## src/rtl/abcd_pkg.sv

```systemverilog
// abcd_pkg: shared types and constants for the A/B/C/D stimulus stage.
//   vec4_t     - 4-bit stimulus vector, bit 3 = A ... bit 0 = D
//   src_mode_t - source select (switches or automatic sweep)
//   VEC_MAX    - last sweep value before wrapping to zero
package abcd_pkg;

    typedef logic [3:0] vec4_t;

    typedef enum logic {
        MODE_SWITCH = 1'b0,
        MODE_SWEEP  = 1'b1
    } src_mode_t;

    localparam vec4_t VEC_MAX  = 4'd15;
    localparam vec4_t VEC_ZERO = 4'd0;

    // Next sweep value, modulo 16.
    function automatic vec4_t vec_next(input vec4_t v);
        return vec4_t'(v + 4'd1);
    endfunction

    // True when stepping v wraps the sweep back to zero.
    function automatic logic vec_wraps(input vec4_t v);
        return (v == VEC_MAX);
    endfunction

endpackage

```

## src/rtl/debounce_bit.sv

```systemverilog
// debounce_bit: single-bit debouncer for an already-synchronised input.
//   clk  - system clock
//   rst  - synchronous active-high reset
//   din  - synchronised raw level
//   dout - debounced level; follows din only after din has differed from
//          it for DEBOUNCE_CYCLES consecutive cycles
module debounce_bit #(
    parameter int DEBOUNCE_CYCLES = 4
) (
    input  logic clk,
    input  logic rst,
    input  logic din,
    output logic dout
);

    localparam int CW = $clog2(DEBOUNCE_CYCLES + 1);
    // The counter would reach DEBOUNCE_CYCLES on this edge; accept then.
    localparam logic [CW-1:0] CNT_LAST = CW'(DEBOUNCE_CYCLES - 1);

    logic [CW-1:0] cnt_r;
    logic          stable_r;

    // Count consecutive disagreeing cycles, accept the new level at terminal count.
    always_ff @(posedge clk) begin
        if (rst) begin
            stable_r <= 1'b0;
            cnt_r    <= '0;
        end else if (din == stable_r) begin
            cnt_r    <= '0;
        end else if (cnt_r == CNT_LAST) begin
            stable_r <= din;
            cnt_r    <= '0;
        end else begin
            cnt_r    <= cnt_r + CW'(1);
        end
    end

    assign dout = stable_r;

endmodule

```

## src/rtl/abcd_source.sv

```systemverilog
// abcd_source: drives the A/B/C/D inputs of the downstream logic block.
//   clk        - system clock, rising edge
//   rst        - synchronous active-high reset
//   sw[3:0]    - raw asynchronous switches, sw[3] -> A ... sw[0] -> D
//   mode       - 0 = debounced switches, 1 = automatic 0..15 sweep
//   A,B,C,D    - registered stimulus vector
//   upd        - one-cycle pulse in the cycle A..D take a new value
//   sweep_done - one-cycle pulse when the sweep wraps 15 -> 0
module abcd_source
    import abcd_pkg::*;
#(
    parameter int DEBOUNCE_CYCLES = 4,
    parameter int SWEEP_DIV       = 8
) (
    input  logic       clk,
    input  logic       rst,
    input  logic [3:0] sw,
    input  logic       mode,
    output logic       A,
    output logic       B,
    output logic       C,
    output logic       D,
    output logic       upd,
    output logic       sweep_done
);

    localparam int DW = $clog2(SWEEP_DIV);
    localparam logic [DW-1:0] DIV_LAST = DW'(SWEEP_DIV - 1);

    vec4_t         sync1_r;
    vec4_t         sync2_r;
    vec4_t         stable_s;
    src_mode_t     mode_s;
    src_mode_t     mode_q_r;
    vec4_t         vec_r;
    logic [DW-1:0] div_r;
    vec4_t         out_r;
    logic          upd_r;
    logic          done_r;

    vec4_t         vec_nxt_s;
    logic [DW-1:0] div_nxt_s;
    vec4_t         out_nxt_s;
    logic          wrap_s;

    assign mode_s = src_mode_t'(mode);

    // One debouncer per switch bit; they keep running during sweep mode.
    for (genvar i = 0; i < 4; i++) begin : g_db
        debounce_bit #(
            .DEBOUNCE_CYCLES(DEBOUNCE_CYCLES)
        ) u_db (
            .clk  (clk),
            .rst  (rst),
            .din  (sync2_r[i]),
            .dout (stable_s[i])
        );
    end

    // Next sweep state and output selection.
    always_comb begin
        vec_nxt_s = VEC_ZERO;
        div_nxt_s = '0;
        out_nxt_s = VEC_ZERO;
        wrap_s    = 1'b0;
        case (mode_s)
            MODE_SWEEP: begin
                if (mode_q_r == MODE_SWITCH) begin
                    // Entering sweep: restart from zero with a full step ahead.
                    vec_nxt_s = VEC_ZERO;
                    div_nxt_s = '0;
                end else if (div_r == DIV_LAST) begin
                    vec_nxt_s = vec_next(vec_r);
                    div_nxt_s = '0;
                    wrap_s    = vec_wraps(vec_r);
                end else begin
                    vec_nxt_s = vec_r;
                    div_nxt_s = div_r + DW'(1);
                end
                out_nxt_s = vec_nxt_s;
            end
            MODE_SWITCH: begin
                // Any pending sweep step is dropped; switch data wins.
                out_nxt_s = stable_s;
            end
            default: begin
                out_nxt_s = stable_s;
            end
        endcase
    end

    // Synchroniser, sweep state and registered outputs.
    always_ff @(posedge clk) begin
        if (rst) begin
            sync1_r  <= VEC_ZERO;
            sync2_r  <= VEC_ZERO;
            mode_q_r <= MODE_SWITCH;
            vec_r    <= VEC_ZERO;
            div_r    <= '0;
            out_r    <= VEC_ZERO;
            upd_r    <= 1'b0;
            done_r   <= 1'b0;
        end else begin
            sync1_r  <= sw;
            sync2_r  <= sync1_r;
            mode_q_r <= mode_s;
            vec_r    <= vec_nxt_s;
            div_r    <= div_nxt_s;
            out_r    <= out_nxt_s;
            upd_r    <= (out_nxt_s != out_r);
            done_r   <= wrap_s;
        end
    end

    assign A          = out_r[3];
    assign B          = out_r[2];
    assign C          = out_r[1];
    assign D          = out_r[0];
    assign upd        = upd_r;
    assign sweep_done = done_r;

endmodule

```

## config.mk

```make
export PLATFORM = sky130hd
export DESIGN_NAME = abcd_source
export DESIGN_NICKNAME = d
export VERILOG_FILES = /design/src/rtl/abcd_pkg.sv /design/src/rtl/debounce_bit.sv /design/src/rtl/abcd_source.sv
export SDC_FILE = /design/constraint.sdc
export NUM_CORES = 1
export LEC_CHECK = 0
export CAP_MARGIN = 10
export CORE_ASPECT_RATIO = 1.4
export CORE_UTILIZATION = 54
export CTS_CLUSTER_SIZE = 25
export DETAILED_ROUTE_END_ITERATION = 10
export DONT_BUFFER_PORTS = 1
export PLACE_DENSITY = 0.79
export SYNTH_ARGS = -nofsm -noshare
export SYNTH_HDL_FRONTEND = slang
export SYNTH_SLANG_ARGS = --single-unit
```

## constraint.sdc

```tcl
create_clock -name clk -period 1.65 [get_ports clk]
set_clock_uncertainty 0.05 [all_clocks]
set_input_delay 0.4125 -clock clk [delete_from_list [all_inputs] [get_ports clk]]
set_output_delay 0.4125 -clock clk [all_outputs]
set_load 0.05 [all_outputs]
```

==> flow_metrics.env, run 1 <==
export IMPL_yosysSeqAreaShare_pct=50.1
export IMPL_async_reset_ff_share_pct=0
export IMPL_netlist_area_leader_share_pct=50.1
export IMPL_power_density_nw_per_um2=831
export IMPL_post_route_period_util_pct=103
export IMPL_drc=0
export IMPL_peakVddDrop_mv=0.734
export IMPL_slowest_stage="or4_4"
export IMPL_max_freq_mhz=587
export IMPL_cts_root_buffer="clkbuf_4"
export IMPL_grt_pass1_wl_mm=3.94
export IMPL_antenna_found_initial=0
export IMPL_drive_above_1_share_pct=19.1
export IMPL_crit_top_cell="ha_4"
export IMPL_ys_top_cells_by_area="dfxtp_1, ha_1, nor2_1"
export IMPL_avgSynthCellArea_sq_um=10.1
export IMPL_path_cells="ha_4 > ha_4 > nand4_4 > and3_4 > or4_4 > a41oi_2"
export IMPL_grt_setup_unrepaired="true"
export IMPL_core_area_sq_um=2640
export IMPL_dp_cells=191
export IMPL_cp_end_kind="flop"
export IMPL_cts_sinks=38
export IMPL_detail_route_antenna_nets=0
export IMPL_clk_latency_ns=0.34
export IMPL_tightest_slew_ns=0.488
export IMPL_die_y_um=64.7
export IMPL_wl_per_cell_um=11.4
export IMPL_gp_congestion=0.751
export IMPL_viasPerCell=5.17
export IMPL_finalNetCount=180
export IMPL_min_period_ns=1.70
export IMPL_cts_reportedPaths_clkPinSlew_ns=0.11
export IMPL_synth_top_cell_by_area="dfxtp_1"
export IMPL_synthCells=150
export IMPL_yosys_most_used_dff="dfxtp_1"
export IMPL_synth_seq_cells=38
export IMPL_critPathRequiredTime_ns=1.87
export IMPL_syn_area_sq_um=1520
export IMPL_dp_hpwl_mm=1.70
export IMPL_maxSlewViolCount=0
export IMPL_p_total_w=0.00140
export IMPL_syn_to_final_growth_pct=11.0
export IMPL_cp_max_fo=8
export IMPL_mostFrequentLayoutCells="dfxtp_1, nor2_1, inv_1"
export IMPL_drt_initial_drc_count=21
export IMPL_initial_core_util_pct=57.4
export IMPL_routed_wl_mm=2.27
export IMPL_num_antenna_cells=0
export IMPL_crit_path_max_incr_delay_ns=0.48
export IMPL_setup_viol=1
export IMPL_synth_cell_types=36
export IMPL_run_status="finished, violations left"
export IMPL_cts_tree="done"
export IMPL_die_w_um=46.8
export IMPL_fill_cells=230
export IMPL_cts_max_path_buffers=2
export IMPL_hold_path_class="in -> reg"
export IMPL_cts_buffers=5
export IMPL_stdcell_area_sq_um=1680
export IMPL_fin_cells=198
export IMPL_rows=22
export IMPL_leakage_nw=0.661
export IMPL_dpl_cell_area_sq_um=1630
export IMPL_synth_fp_nets=168
export IMPL_cp_start_kind="flop"
export IMPL_yosys_warnings=0
export IMPL_setup_ws_ns=-0.0540
export IMPL_grt_pass1_vias=1033
export IMPL_portBuffers=0
export IMPL_maxCapViolCount=0
export IMPL_first_pass_iters=4
export IMPL_die_area_sq_um=3030
export IMPL_grt_overflow=0
export IMPL_hold_viol=0
export IMPL_layout_commonest_cell="dfxtp_1"
export IMPL_synth_edf_count=0
export IMPL_slew_limit_headroom_pct=67.4
export IMPL_track_usage_pct=18.8
export IMPL_grt_max_degree=23
export IMPL_violations="setup timing"
export IMPL_critical_path_class="reg -> reg"
export IMPL_crit_arrival_ns=1.93
export IMPL_via_count=1024
export IMPL_htree_levels=2
export IMPL_io_pins=13
[worst max-delay path: cells and delay by family (launching register included)]
kind | cells | cell delay (ns)
AO/OA/AOI/OAI | 1 | 0.16
adder cells (fa/ha/maj) | 2 | 0.32
AND/OR/NAND/NOR | 3 | 0.75
flip-flops | 1 | 0.36
[synth_stat cells (2+ instances only)]
cell type / instances
a21oi_1: 3
and3_1: 2
buf_6: 2
clkbuf_1: 2
dfxtp_1: 38
ha_1: 11
inv_1: 12
mux2i_1: 5
nand2_1: 5
nor2_1: 26
nor2b_1: 9
nor3_1: 3
nor3b_1: 2
or2_2: 2
or3_1: 4
xnor2_1: 4
[per-stage QoR]
stage	hold WS [ns]	setup WS, ns	util, %	setup TNS (ns)
5_1_grt	0.0363	-0.133	63.7	-0.133
2_1_floorplan	0.349	-0.0374	-	-0.0374
3_5_place_dp	0.372	-0.0327	61.6	-0.0327
3_3_place_gp	0.355	0.00386	61.6	0
4_1_cts	0.0586	-0.0672	63.4	-0.0672
6_report	0.0758	-0.0540	63.7	-0.0540
[layer usage]
layer,GRT usage [%],up-vias,wire length (um)
li1,-,525,-
met1,18.0,477,906
met2,31.3,16,1200
met3,9.75,6,109
met4,9.29,0,51
met5,0,-,0
[timing repair]
| item | 4_1_cts | 5_1_grt |
|---|---|---|
| gates cloned | 0 | 0 |
| setup buffers | 0 | 0 |
| resized for setup | 0 | 2 |
| hold buffers | 0 | 0 |
| pin swaps | 0 | 0 |
| endpoints found under the setup margin | 1 | 1 |
[power breakdown]
part,internal (W),total (W),leakage [nW],switching [W]
logic,0.0000136,0.0000264,0.321,0.0000128
clock network,0.000153,0.000434,0.0308,0.000281
registers,0.000931,0.000939,0.309,0.00000756
[layout make-up]
cell class / instances / area (sq um) / area share, %
flip-flops and latches: 38 / 763 / 45.3
multi-input cells: 96 / 716 / 42.5
repair buffers: 9 / 67.6 / 4.01
inverters: 12 / 45.0 / 2.67
well taps: 36 / 45.0 / 2.67
clock buffers: 5 / 37.5 / 2.23
clock inverters: 2 / 10.0 / 0.594
[worst paths after layout]
check / startpoint / to / slack (ns) / cells after the start
hold reg to reg: g_db[2].u_db.cnt_r[0] / g_db[2].u_db.cnt_r[0] / 0.38 / 1
setup / recovery: div_r[0] / upd / -0.05 / 6
setup reg to reg: div_r[0] / upd / -0.05 / 6
hold / removal: rst / upd / 0.08 / 1
[cells by family (layout without fill, tap and decap cells)]
kind of cell / after synthesis / count (layout) / share of synthesized area, %
buffers and inverters: 16 / 28 / 4.95
XOR/XNOR: 5 / 5 / 2.89
flip-flops: 38 / 38 / 50.1
AND/OR/NAND/NOR: 62 / 62 / 22.3
AO/OA/AOI/OAI: 13 / 13 / 7.42
adder cells (fa/ha/maj): 11 / 11 / 9.07
multiplexers: 5 / 5 / 3.30
[state kept, by name, indices dropped and copies added, names as in the netlist]
register	cells
sync2_r	4
g_db.u_db.cnt_r	12
sweep_done	1
vec_r	4
sync1_r	4
g_db.u_db.dout	4
out_r	4
div_r	3
mode_q_r	1
upd	1
(Power assumes the default switching activity.)
==> run 2, diff against run 1 <==
==> constraint.sdc (replaced) <==
create_clock -name clk -period 1.4 [get_ports clk]
set_clock_uncertainty 0.05 [all_clocks]
set_input_delay 0.35 -clock clk [delete_from_list [all_inputs] [get_ports clk]]
set_output_delay 0.35 -clock clk [all_outputs]
set_load 0.05 [all_outputs]
==> run 2 against run 1 <==
Net effect:
- the run still ends with setup timing left
- critical path type unchanged
- sequential share of layout area is 3.1 points lower
- first-iteration DRC count is 43% higher
- worst setup slack worse by 0.25 ns
- largest power group unchanged
- worst hold slack worse by 0.045 ns
- global-route usage is 2.3 points higher
- via count is 7.2% higher
- cell area is 7.6% higher
==> flow_metrics.env, run 2 (synthesis results as in run 1) <==
export IMPL_io_pins=13
export IMPL_min_period_ns=1.71
export IMPL_maxCapViolCount=0
export IMPL_core_area_sq_um=2640
export IMPL_post_route_period_util_pct=122
export IMPL_hold_viol=0
export IMPL_htree_levels=2
export IMPL_largest_reg_flops=12
export IMPL_p_switching_w=0.000382
export IMPL_cp_buffers_inverters=0
export IMPL_grt_pass1_wl_mm=4.36
export IMPL_die_area_sq_um=3030
export IMPL_p_total_w=0.00175
export IMPL_crit_arrival_ns=1.94
export IMPL_path_cells="ha_4 > ha_4 > nand4_4 > and3_4 > or4_4 > a41oi_2"
export IMPL_dp_hpwl_mm=1.91
export IMPL_cts_root_buffer="clkbuf_4"
export IMPL_grt_setup_unrepaired="true"
export IMPL_mostFrequentLayoutCells="dfxtp_1, nor2_1, buf_4"
export IMPL_cts_buffers=5
export IMPL_die_w_um=46.8
export IMPL_grt_pass1_vias=1099
export IMPL_syn_to_final_growth_pct=19.4
export IMPL_cts_sinks=38
export IMPL_fin_cells=209
export IMPL_leakage_nw=0.724
export IMPL_setup_viol=7
export IMPL_critPathRequiredTime_ns=1.64
export IMPL_stdcell_area_sq_um=1810
export IMPL_cp_start_kind="flop"
export IMPL_cts_reportedPaths_clkPinSlew_ns=0.11
export IMPL_num_antenna_cells=0
export IMPL_p_sw_share_pct=21.9
export IMPL_dp_cells=196
export IMPL_run_status="finished, violations left"
export IMPL_crit_top_cell="ha_4"
export IMPL_power_density_nw_per_um2=965
export IMPL_peakVddDrop_mv=0.863
export IMPL_slew_limit_headroom_pct=66.4
export IMPL_viasPerCell=5.25
export IMPL_power_frac_comb_pct=2.9
export IMPL_antenna_found_initial=0
export IMPL_routed_wl_mm=2.68
export IMPL_violations="setup timing"
export IMPL_first_pass_iters=5
export IMPL_wl_per_cell_um=12.8
export IMPL_drive_above_1_share_pct=26.6
export IMPL_dpl_cell_area_sq_um=1670
export IMPL_finalSetupTns_ns=-0.638
export IMPL_finalNetCount=190
export IMPL_top_register="g_db.u_db.cnt_r"
export IMPL_layout_commonest_cell="dfxtp_1"
export IMPL_crit_family="simple AND/OR/NAND/NOR gates"
export IMPL_power_frac_seq_pct=63.2
export IMPL_cp_end_kind="flop"
export IMPL_rows=22
export IMPL_cts_max_path_buffers=2
export IMPL_grt_max_degree=19
export IMPL_gp_congestion=0.767
export IMPL_p_int_w=0.00137
export IMPL_crit_path_max_incr_delay_ns=0.47
export IMPL_portBuffers=0
export IMPL_cp_max_fo=7
export IMPL_die_y_um=64.7
export IMPL_maxSlewViolCount=0
export IMPL_clk_latency_ns=0.35
export IMPL_max_freq_mhz=586
export IMPL_grt_overflow=0
export IMPL_hold_path_class="in -> reg"
export IMPL_drc=0
export IMPL_critical_path_class="reg -> reg"
export IMPL_via_count=1098
export IMPL_drt_initial_drc_count=30
export IMPL_slowest_stage="or4_4"
export IMPL_tightest_slew_ns=0.504
export IMPL_track_usage_pct=21.1
export IMPL_initial_core_util_pct=57.4
export IMPL_cts_tree="done"
export IMPL_clockPowerShare_pct=33.9
export IMPL_detail_route_antenna_nets=0
export IMPL_hold_slack_ns=0.0305
export IMPL_setup_ws_ns=-0.308
run 2: power by group through the flow:
stage | clock [W] | sequential (W) | combinational (W)
after CTS | 0.000608 | 0.00111 | 0.0000427
final | 0.000592 | 0.00110 | 0.0000508
after global routing | 0.000665 | 0.00111 | 0.0000567
after floorplan | 0 | 0.00113 | 0.0000379
after global placement | 0 | 0.00113 | 0.0000343
after detailed placement | 0 | 0.00113 | 0.0000357
run 2: area by class of cell:
cell class,instances,area [sq um]
Clock inverter,1,5.00
Timing Repair Buffer,19,158
Clock buffer,7,55.1
Fill cell,214,831
Sequential cell,38,766
Inverter,12,45.0
Tap cell,36,45.0
Multi-Input combinational cell,96,738
run 2: final timing paths:
path | start | endpoint | slack, ns | cells after the start
max | div_r[1] | upd | -0.31 | 6
min | rst | mode_q_r | 0.03 | 1
max reg2reg | div_r[1] | upd | -0.31 | 6
min reg2reg | g_db[3].u_db.cnt_r[0] | g_db[3].u_db.cnt_r[0] | 0.38 | 1
run 2: stage by stage:
| stage | worst slack (ns) | util, % |
|---|---|---|
| after floorplan | -0.287 | - |
| after global placement | -0.238 | 63.0 |
| after detailed placement | -0.311 | 63.0 |
| after CTS | -0.314 | 67.6 |
| after global routing | -0.381 | 68.6 |
| final | -0.308 | 68.6 |
run 2: layer usage:
| metal | part of all wire, % | global-route usage [%] | up-vias |
|---|---|---|---|
| met3 | 5.4 | 8.91 | 6 |
| met5 | 0 | 0 | - |
| met1 | 37 | 19.5 | 509 |
| met2 | 55 | 37.0 | 36 |
| met4 | 2.1 | 10.7 | 0 |
| li1 | - | - | 547 |
run 2: timing repair:
action                     CTS  global route
resized for setup            7             5
hold buffers                 2             1
hold endpoints to repair     6            11
buffers inserted             2             0
setup endpoints to repair    7            13
pin swaps                    4             3
==> run 3, diff against run 2 <==
--- a/config.mk
+++ b/config.mk
@@ -5,7 +5,6 @@
 export SDC_FILE = /design/constraint.sdc
 export NUM_CORES = 1
 export LEC_CHECK = 0
-export CAP_MARGIN = 10
 export CORE_ASPECT_RATIO = 1.4
 export CORE_UTILIZATION = 54
 export CTS_CLUSTER_SIZE = 25
==> results of run 3 <==
Same layout as run 2: the final DEF is identical, and so are final timing and power.
